--- src/rtl/sev_seg_pkg.sv ---
// Shared constants and types for the switch/ALU/seven-segment design.
// Holds clock rate, debounce default and the debounce FSM state type.
package sev_seg_pkg;

  localparam int unsigned CLK_FREQ_HZ     = 100_000_000;
  localparam int unsigned DEBOUNCE_CYCLES = 1_000_000;

  typedef enum logic {
    DB_STABLE,
    DB_PENDING
  } db_state_t;

endpackage

--- src/rtl/sw_debounce_bit.sv ---
// One switch bit: 2-flop synchronizer, stability counter, two-state
// FSM, registered clean level and registered rise/fall pulses.
//
// Ports:
//   clk      system clock
//   resetn   async active-low reset
//   sw_raw   raw asynchronous switch pin
//   clean_o  debounced level
//   rise_o   1-cycle pulse on clean 0->1
//   fall_o   1-cycle pulse on clean 1->0
module sw_debounce_bit
  import sev_seg_pkg::*;
#(
  parameter int unsigned STABLE_CYCLES = DEBOUNCE_CYCLES
) (
  input  logic clk,
  input  logic resetn,
  input  logic sw_raw,
  output logic clean_o,
  output logic rise_o,
  output logic fall_o
);

  localparam int unsigned CNT_W = $clog2(STABLE_CYCLES);
  localparam logic [CNT_W-1:0] CNT_LAST =
    CNT_W'(STABLE_CYCLES - 1);
  localparam logic [CNT_W-1:0] CNT_ONE = CNT_W'(1);

  logic            sync1_q;
  logic            sync2_q;
  db_state_t       state_q;
  db_state_t       state_d;
  logic [CNT_W-1:0] cnt_q;
  logic [CNT_W-1:0] cnt_d;
  logic            clean_q;
  logic            clean_d;
  logic            rise_q;
  logic            rise_d;
  logic            fall_q;
  logic            fall_d;
  logic            differ;

  assign differ = (sync2_q != clean_q);

  always_ff @(posedge clk or negedge resetn) begin
    if (!resetn) begin
      sync1_q <= 1'b0;
      sync2_q <= 1'b0;
    end else begin
      sync1_q <= sw_raw;
      sync2_q <= sync1_q;
    end
  end

  always_ff @(posedge clk or negedge resetn) begin
    if (!resetn) begin
      state_q <= DB_STABLE;
      cnt_q   <= '0;
      clean_q <= 1'b0;
      rise_q  <= 1'b0;
      fall_q  <= 1'b0;
    end else begin
      state_q <= state_d;
      cnt_q   <= cnt_d;
      clean_q <= clean_d;
      rise_q  <= rise_d;
      fall_q  <= fall_d;
    end
  end

  // The first differing cycle already counts as one, so the clean
  // level flips after exactly STABLE_CYCLES differing cycles.
  always_comb begin
    state_d = state_q;
    cnt_d   = cnt_q;
    clean_d = clean_q;
    rise_d  = 1'b0;
    fall_d  = 1'b0;
    unique case (state_q)
      DB_STABLE: begin
        cnt_d = '0;
        if (differ) begin
          state_d = DB_PENDING;
          cnt_d   = CNT_ONE;
        end
      end
      DB_PENDING: begin
        if (!differ) begin
          state_d = DB_STABLE;
          cnt_d   = '0;
        end else if (cnt_q == CNT_LAST) begin
          state_d = DB_STABLE;
          cnt_d   = '0;
          clean_d = sync2_q;
          rise_d  = sync2_q;
          fall_d  = ~sync2_q;
        end else begin
          cnt_d = cnt_q + CNT_ONE;
        end
      end
      default: begin
        state_d = DB_STABLE;
        cnt_d   = '0;
      end
    endcase
  end

  assign clean_o = clean_q;
  assign rise_o  = rise_q;
  assign fall_o  = fall_q;

endmodule

--- src/rtl/sw_debounce.sv ---
// Debounces a bank of slide switches, one independent lane per bit.
// Ports: clk, resetn (async low), sw_raw -> sw_clean, sw_rise,
// sw_fall (1-cycle pulses) and sw_changed (OR of all pulses).
module sw_debounce
  import sev_seg_pkg::*;
#(
  parameter int unsigned WIDTH         = 16,
  parameter int unsigned STABLE_CYCLES = DEBOUNCE_CYCLES
) (
  input  logic             clk,
  input  logic             resetn,
  input  logic [WIDTH-1:0] sw_raw,
  output logic [WIDTH-1:0] sw_clean,
  output logic [WIDTH-1:0] sw_rise,
  output logic [WIDTH-1:0] sw_fall,
  output logic             sw_changed
);

  for (genvar i = 0; i < WIDTH; i++) begin : g_bit
    sw_debounce_bit #(
      .STABLE_CYCLES(STABLE_CYCLES)
    ) u_bit (
      .clk    (clk),
      .resetn (resetn),
      .sw_raw (sw_raw[i]),
      .clean_o(sw_clean[i]),
      .rise_o (sw_rise[i]),
      .fall_o (sw_fall[i])
    );
  end

  assign sw_changed = |(sw_rise | sw_fall);

endmodule

--- config.mk ---
export PLATFORM = sky130hd
export DESIGN_NAME = sw_debounce
export DESIGN_NICKNAME = d
export VERILOG_FILES = /design/src/rtl/sev_seg_pkg.sv /design/src/rtl/sw_debounce_bit.sv /design/src/rtl/sw_debounce.sv
export SDC_FILE = /design/constraint.sdc
export NUM_CORES = 1
export LEC_CHECK = 0
export BUFFER_PORTS_ARGS = -buffer_cell sky130_fd_sc_hd__buf_2
export CAP_MARGIN = 15
export CORE_UTILIZATION = 56
export DETAILED_ROUTE_END_ITERATION = 8
export GPL_TIMING_DRIVEN = 0
export PLACE_DENSITY = 0.77
export SETUP_SLACK_MARGIN = 0.5
export SYNTH_ARGS = -nofsm -noshare
export SYNTH_HDL_FRONTEND = slang
export SYNTH_SLANG_ARGS = --single-unit
--- constraint.sdc ---
create_clock -name clk -period 1.9 [get_ports clk]
set_input_delay 0.475 -clock clk [delete_from_list [all_inputs] [get_ports clk]]
set_output_delay 0.475 -clock clk [all_outputs]
set_load 0.05 [all_outputs]
==> reports/qor.yml, run 1 <==
fin_skew_ps: 18.92
final-hold-violation-count: 40
synth_edf_count: 0
worstSetupStartpoint: "g_bit[7].u_bit.rise_o"
rows: 68
path_clk_slew_ps: 60
synthCells: 1959
holdWs_ps: -62.27
syn_avg_cell_area_um2: 10.07
powerDensity_mw_per_mm2: 724.4
finalCriticalPeriod_ps: 2544
area_growth_pct: 43.30
layout-drive-gt1-share_pct: 41.55
vias: 17590
grt_pass1_vias: 17010
htree_levels: 2
hp-class: "in2async"
swShare_pct: 23.46
cts.sinks: 416
ys_top_cells_by_area: "dfrtp_1 (53%), xnor2_1 (5.1%), nor2_1 (4.5%)"
synth.top_cell.area_share_pct: 52.80
wire_per_inst_um: 20.54
cp-end-kind: "output port"
crit_arrival_ps: 2070
internal-power_uw: 15670
rsz0062_at_grt: "yes"
syn_area_mm2: 0.01972
grt_first_pass_wirelength_mm: 82.83
wirelength_mm: 59.08
drt_pass1_iterations: 5
netSwitchingPower_uw: 4802
power.total_uw: 20470
die_area_mm2: 0.03597
start_util_pct: 56.94
pwr-share-seq_pct: 45.1
fmax_mhz: 393.0
ir_drop_mv: 0.8812
ios: 67
path_max_fanout: 2
antenna_found_initial: 0
synth-seq-area-share_pct: 52.80
routed_via_density: 6.115
numCtsBuffers: 45
crit_type: "reg2out"
yosysUniqueCellTypes: 54
drtIter0Drc: 1300
violations: "hold timing, setup timing"
place.gp.congestion: 0.8483
synth_common_cells: "dfrtp_1 (416), nor2_1 (235), nand2_1 (118)"
clockBufferDepth: 3
core-area_mm2: 0.03463
die_y_um: 189.6
slew_headroom_pct: 45.17
cts_tree: "built"
power_frac_clock_pct: 47.5
multi_input_area_mm2: 0.01069
seq_area_mm2: 0.01046
synth_nets: 1993
io_buffers: 66
drcViolationCount: 0
combPwrFrac_pct: 7.4
grt.total_usage_pct: 28.02
ys_async_sr_fraction_pct: 100.0
yosysTopAreaCell: "dfrtp_1"
fillers: 1697
required_ps: 1420
synth.most_common_cell: "dfrtp_1"
synth_warnings: 0
status: "finished with violations"
r2r_start: "g_bit[10].u_bit.cnt_q[13]"
hpwl_mm: 27.04
drtAntennaViolNets: 0
drv_slew: 0
clk_latency_ps: 570
synth-main-ff-cell: "dfrtp_1"
worst_pin_slew_ps: 822.5
p_leak_uw: 0.01145
nets: 2419
yosys_register_bits: 416
grt_max_degree: 125
layout_setup_ws_ps: -644.2
cts_root_buf: "clkbuf_16"
crit_path_start_kind: "register"
grt.overflow.total: 0
maxCapViolations: 0
finalSetupViolCount: 82
die_w_um: 189.6
timing.final.crit_share_pct: 133.9
n_antenna_cell: 0
cell usage in the layout, fill, tap and decap left out, types with 12 or more instances in the layout:
cell       instances
or4_1             29
nand3_1           83
buf_4            264
nor4_2            12
a21oi_1           27
xnor2_1          114
or3_1             36
buf_2             26
dfrtp_1          375
or4_4             34
nand2_1          105
mux2_4            13
inv_1             51
nand4_1           85
nor3_1            33
nor4_1            30
nor2_1           132
nor2_2            58
nand3_2           20
and4_1            26
ha_4              12
nor4_4            14
o21ai_0           37
a21oi_2           66
dfrtp_2           41
buf_8             63
and3_1            20
clkbuf_8          27
xor2_1            95
buf_6             87
nor2_4            45
clkbuf_16         49
and2_1            18
o31ai_1           42
per-stage QoR:
stage	instances	setup TNS (ps)	util, %	worst slack (ps)	cell area (um^2)
6_report	2876	-7279	81.60	-644.2	28260
5_1_grt	2876	-12090	81.60	-691.4	28260
4_1_cts	2787	-4448	75.99	-571.7	26310
3_5_place_dp	2483	-5603	62.51	-401.3	21650
3_3_place_gp	2480	-3216730	62.24	-7762	21550
2_1_floorplan	1959	-1085	-	-127.4	20650
final cells by class:
| type | count | share of cell area (%) |
|---|---|---|
| tap | 455 | 2.015 |
| timing repair buffer | 379 | 12.24 |
| clock buffer | 62 | 4.681 |
| sequential | 416 | 37.02 |
| buffer | 111 | 4.397 |
| multi-input combinational | 1381 | 37.82 |
| inverter | 51 | 0.6775 |
| clock inverter | 21 | 1.147 |
cell families (layout without fill, tap and decap cells):
group	Yosys count	after routing	share of synthesized area [%]
multiplexers	17	17	0.9518
buffers and inverters	162	624	4.112
AND/OR/NAND/NOR	902	902	24.70
adder cells (fa/ha/maj)	16	16	1.015
XOR/XNOR	211	211	9.372
AO/OA/AOI/OAI	235	235	7.050
flip-flops	416	416	52.80
metal layers:
metal	vias to the layer above	GRT usage, %	part of all wire [%]
met3	219	3.523	4.9
met1	8847	35.73	39
li1	7788	-	-
met4	0	11.45	4.4
met2	732	48.38	52
met5	-	0	0
worst max-delay path: stages (launching register included):
cell     delay [ps]
dfrtp_2         440
nor4_4          430
nand4_1         190
or2_4           290
buf_8           160
sequential cells by signal, indices dropped and copies added (netlist names):
register	count
g_bit.u_bit.state_q	16
g_bit.u_bit.rise_o	16
g_bit.u_bit.fall_o	16
g_bit.u_bit.clean_o	16
g_bit.u_bit.cnt_q	320
g_bit.u_bit.sync1_q	16
g_bit.u_bit.sync2_q	16
power groups by stage:
stage	Clock (uW)	Sequential, uW	Combinational, uW
final	9720	9220	1520
after detailed placement	0	9330	846
after global routing	10200	9230	1640
after global placement	0	9330	800
after floorplan	0	9290	504
after CTS	9730	9190	1220
path summary, 6_finish.rpt:
path	endpoint	slack (ps)	cells after the start
max reg2reg	g_bit[10].u_bit.state_q	-170	6
min reg2reg	g_bit[1].u_bit.sync2_q	350	0
max	sw_changed	-640	4
min in group clk	g_bit[0].u_bit.sync1_q	20	1
min	g_bit[11].u_bit.cnt_q[5]	-60	1
max in group asynchronous	g_bit[13].u_bit.cnt_q[2]	770	2
timing repair:
item	4_1_cts	5_1_grt
endpoints found under the setup margin	428	430
hold endpoints to repair	46	0
pin swaps	104	81
gates resized for setup	350	347
hold buffers	6	0
cloned	14	4
setup buffers	201	85
No activity file was read; power rests on OpenSTA's default activity.
==> run 2, diff against run 1 <==
BUFFER_PORTS_ARGS = unset   (was -buffer_cell sky130_fd_sc_hd__buf_2)
CORE_UTILIZATION = 58   (was 56)
DONT_BUFFER_PORTS = 1   (was unset)
==> run 2 against run 1 <==
  * The flow still finishes with violations (hold timing, setup timing)
  * First-iteration DRC count grew 6.8%
  * Flip-flop and latch count is the same
  * Clock-buffer cell count is the same
  * Clock skew shrank 1.9 ps
  * Final area shrank 2.2%
  * Critical path depth shrank 1
  * Combinational power shrank 7%
  * Register-to-register slack lost 40 ps
  * Worst setup slack gained 140 ps
  * Critical endpoint unchanged
  * Largest cell class unchanged
==> reports/qor.yml, run 2 (same netlist as run 1, synthesis figures left out) <==
layout_setup_ws_ps: -503.0  # +141.2 ps
holdWs_ps: -396.1  # -333.8 ps
violations: "hold timing, setup timing"
numCtsBuffers: 44  # -2.2%
fmax_mhz: 416.1  # +5.9%
pre_cts_ws_ps: -274.1  # +127.2 ps
final_cell_mix: "dfrtp_1 (360), buf_4 (290), xnor2_1 (114), nand2_1 (103)"
routed_via_density: 6.145  # +0.50%
met3WireLength_mm: 2.826  # -2.2%
wl_met2_mm: 29.24  # -4.4%
final_common_cell: "dfrtp_1"
slew_headroom_pct: 13.21  # -32 points
grt.overflow.total: 0  # unchanged
drt_pass1_iterations: 5  # unchanged
die_area_mm2: 0.03474  # -3.4%
tns_ps: -7776  # -497.4 ps
crit_arrival_ps: 1930  # -140 ps
core-area_mm2: 0.03353  # -3.2%
drv_slew: 0  # unchanged
path_clk_slew_ps: 60  # about the same
topRoutingLayerUsed: "met4"
ios: 67  # unchanged
fillers: 1651  # -2.7%
rsz0062_at_grt: "yes"
hp-class: "in2async"
wire_per_inst_um: 20.10  # -2.2%
required_ps: 1420  # about the same
cts_root_buf: "clkbuf_16"
finalSetupViolCount: 66  # -20%
cts_tree: "built"
p_leak_uw: 0.01099  # -4.1%
cp-end-kind: "output port"
drtAntennaViolNets: 0  # unchanged
rr_worst_depth: 6  # unchanged
hpwl_mm: 25.86  # -4.4%
drtIter0Drc: 1388  # +6.8%
status: "finished with violations"
rows: 67  # -1.5%
area_growth_pct: 40.14
layout-drive-gt1-share_pct: 42.63  # +1.1 points
largest_reg_flops: 320  # unchanged
crit_path_start_kind: "register"
wirelength_mm: 56.46  # -4.4%
clk_latency_ps: 570  # about the same
r2r_setup_slack_ps: -210  # -40 ps
maxCapViolations: 0  # unchanged
finalCriticalPeriod_ps: 2403  # -141.2 ps
powerDensity_mw_per_mm2: 706.9  # -2.4%
crit_type: "reg2out"
cts.sinks: 416  # unchanged
start_util_pct: 58.80  # +1.9 points
die_w_um: 186.4  # -1.7%
place.gp.congestion: 0.8165  # -3.7%
io_buffers: 0  # -100%
htree_levels: 2  # unchanged
r2r_start: "g_bit[8].u_bit.cnt_q[10]"
fin_skew_ps: 16.99  # -1.936 ps
regMostFlops: "g_bit.u_bit.cnt_q"
worst_pin_slew_ps: 1302  # +479.3 ps
final-hold-violation-count: 416  # +940%
ir_drop_mv: 0.7522  # -15%
r2r_end: "g_bit[8].u_bit.cnt_q[0]"
grt_max_degree: 417  # +230%
ctsHoldBuffers: 16  # +10
path_max_fanout: 2  # unchanged
antenna_found_initial: 1  # +1
timing.final.crit_share_pct: 126.5  # -7.4 points
final_util_pct: 82.41  # +0.81 points
drcViolationCount: 0  # unchanged
nets: 2366  # -2.2%
vias: 17260  # -1.8%
grt_pass1_vias: 16420  # -3.5%
die_y_um: 186.4  # -1.7%
clockBufferDepth: 3  # unchanged
drt-met1-wl_mm: 22.42  # -2.6%
grt.total_usage_pct: 27.78  # -0.24 points
grt_first_pass_wirelength_mm: 80.26  # -3.1%
[run 2: cell types whose count changed in the layout (fill, tap and decap cells not counted), sizes merged]
cell and change:
buf -63, dlygate4sd3 +10, bufinv -5, clkinv -3, clkinvlp -3, inv +2, clkbuf +1, diode +1
[run 2: layer usage]
metal / vias to the layer above / global-route usage [%]
met4: 0 / 11.44
met1: 8739 / 36.42
li1: 7710 / -
met3: 158 / 3.912
met2: 655 / 46.58
met5: - / 0
[run 2: worst max-delay path by stage]
stage | end | startpoint | slack, ps
2_1_floorplan | g_bit[8].u_bit.clean_o | g_bit[8].u_bit.cnt_q[11] | -130
4_1_cts | sw_changed | g_bit[3].u_bit.fall_o | -510
6_report | sw_changed | g_bit[10].u_bit.fall_o | -500
3_5_place_dp | sw_changed | g_bit[7].u_bit.rise_o | -270
3_3_place_gp | sw_changed | g_bit[8].u_bit.fall_o | -250
5_1_grt | sw_changed | g_bit[10].u_bit.fall_o | -550
[run 2: stage by stage]
stage	power [uW]	cells	hold WS, ps	area, um^2
floorplan	9799	1959	179.4	20650
CTS	19180	2710	-406.5	25660
global route	20070	2808	-403.5	27630
finish	19530	2809	-396.1	27630
global placement	9931	2407	192.2	21210
detailed placement	9958	2407	194.5	21210
[run 2: final cells by class]
type                       instances  area (um^2)  share of cell area [%]
clock buffer                      62         1340                   4.849
buffer                           111         1119                   4.048
multi-input combinational       1381        10930                   39.55
tap                              448        560.5                   2.029
inverter                          51        191.4                  0.6928
antenna                            1        2.502                0.009056
clock inverter                    12        146.4                  0.5298
timing repair buffer             327         2864                   10.36
sequential                       416        10480                   37.93
[run 2: worst max-delay path: stages, from the launching register on]
cell,delay [ps]
dfrtp_1,410
nor4_4,430
nand4_1,160
or2_4,370
[run 2: timing repair]
item,4_1_cts,5_1_grt
pin swaps,110,82
endpoints found under the setup margin,428,429
cloned,16,9
setup buffers,197,89
gates resized for setup,299,339
hold endpoints to repair,432,416
[run 2: where the power goes]
part,internal (uW),switching (uW),leakage [uW]
clock network,5290,3590,0.000744
registers,9030,202,0.00558
logic,707,714,0.00466
total,15000,4500,0.0110
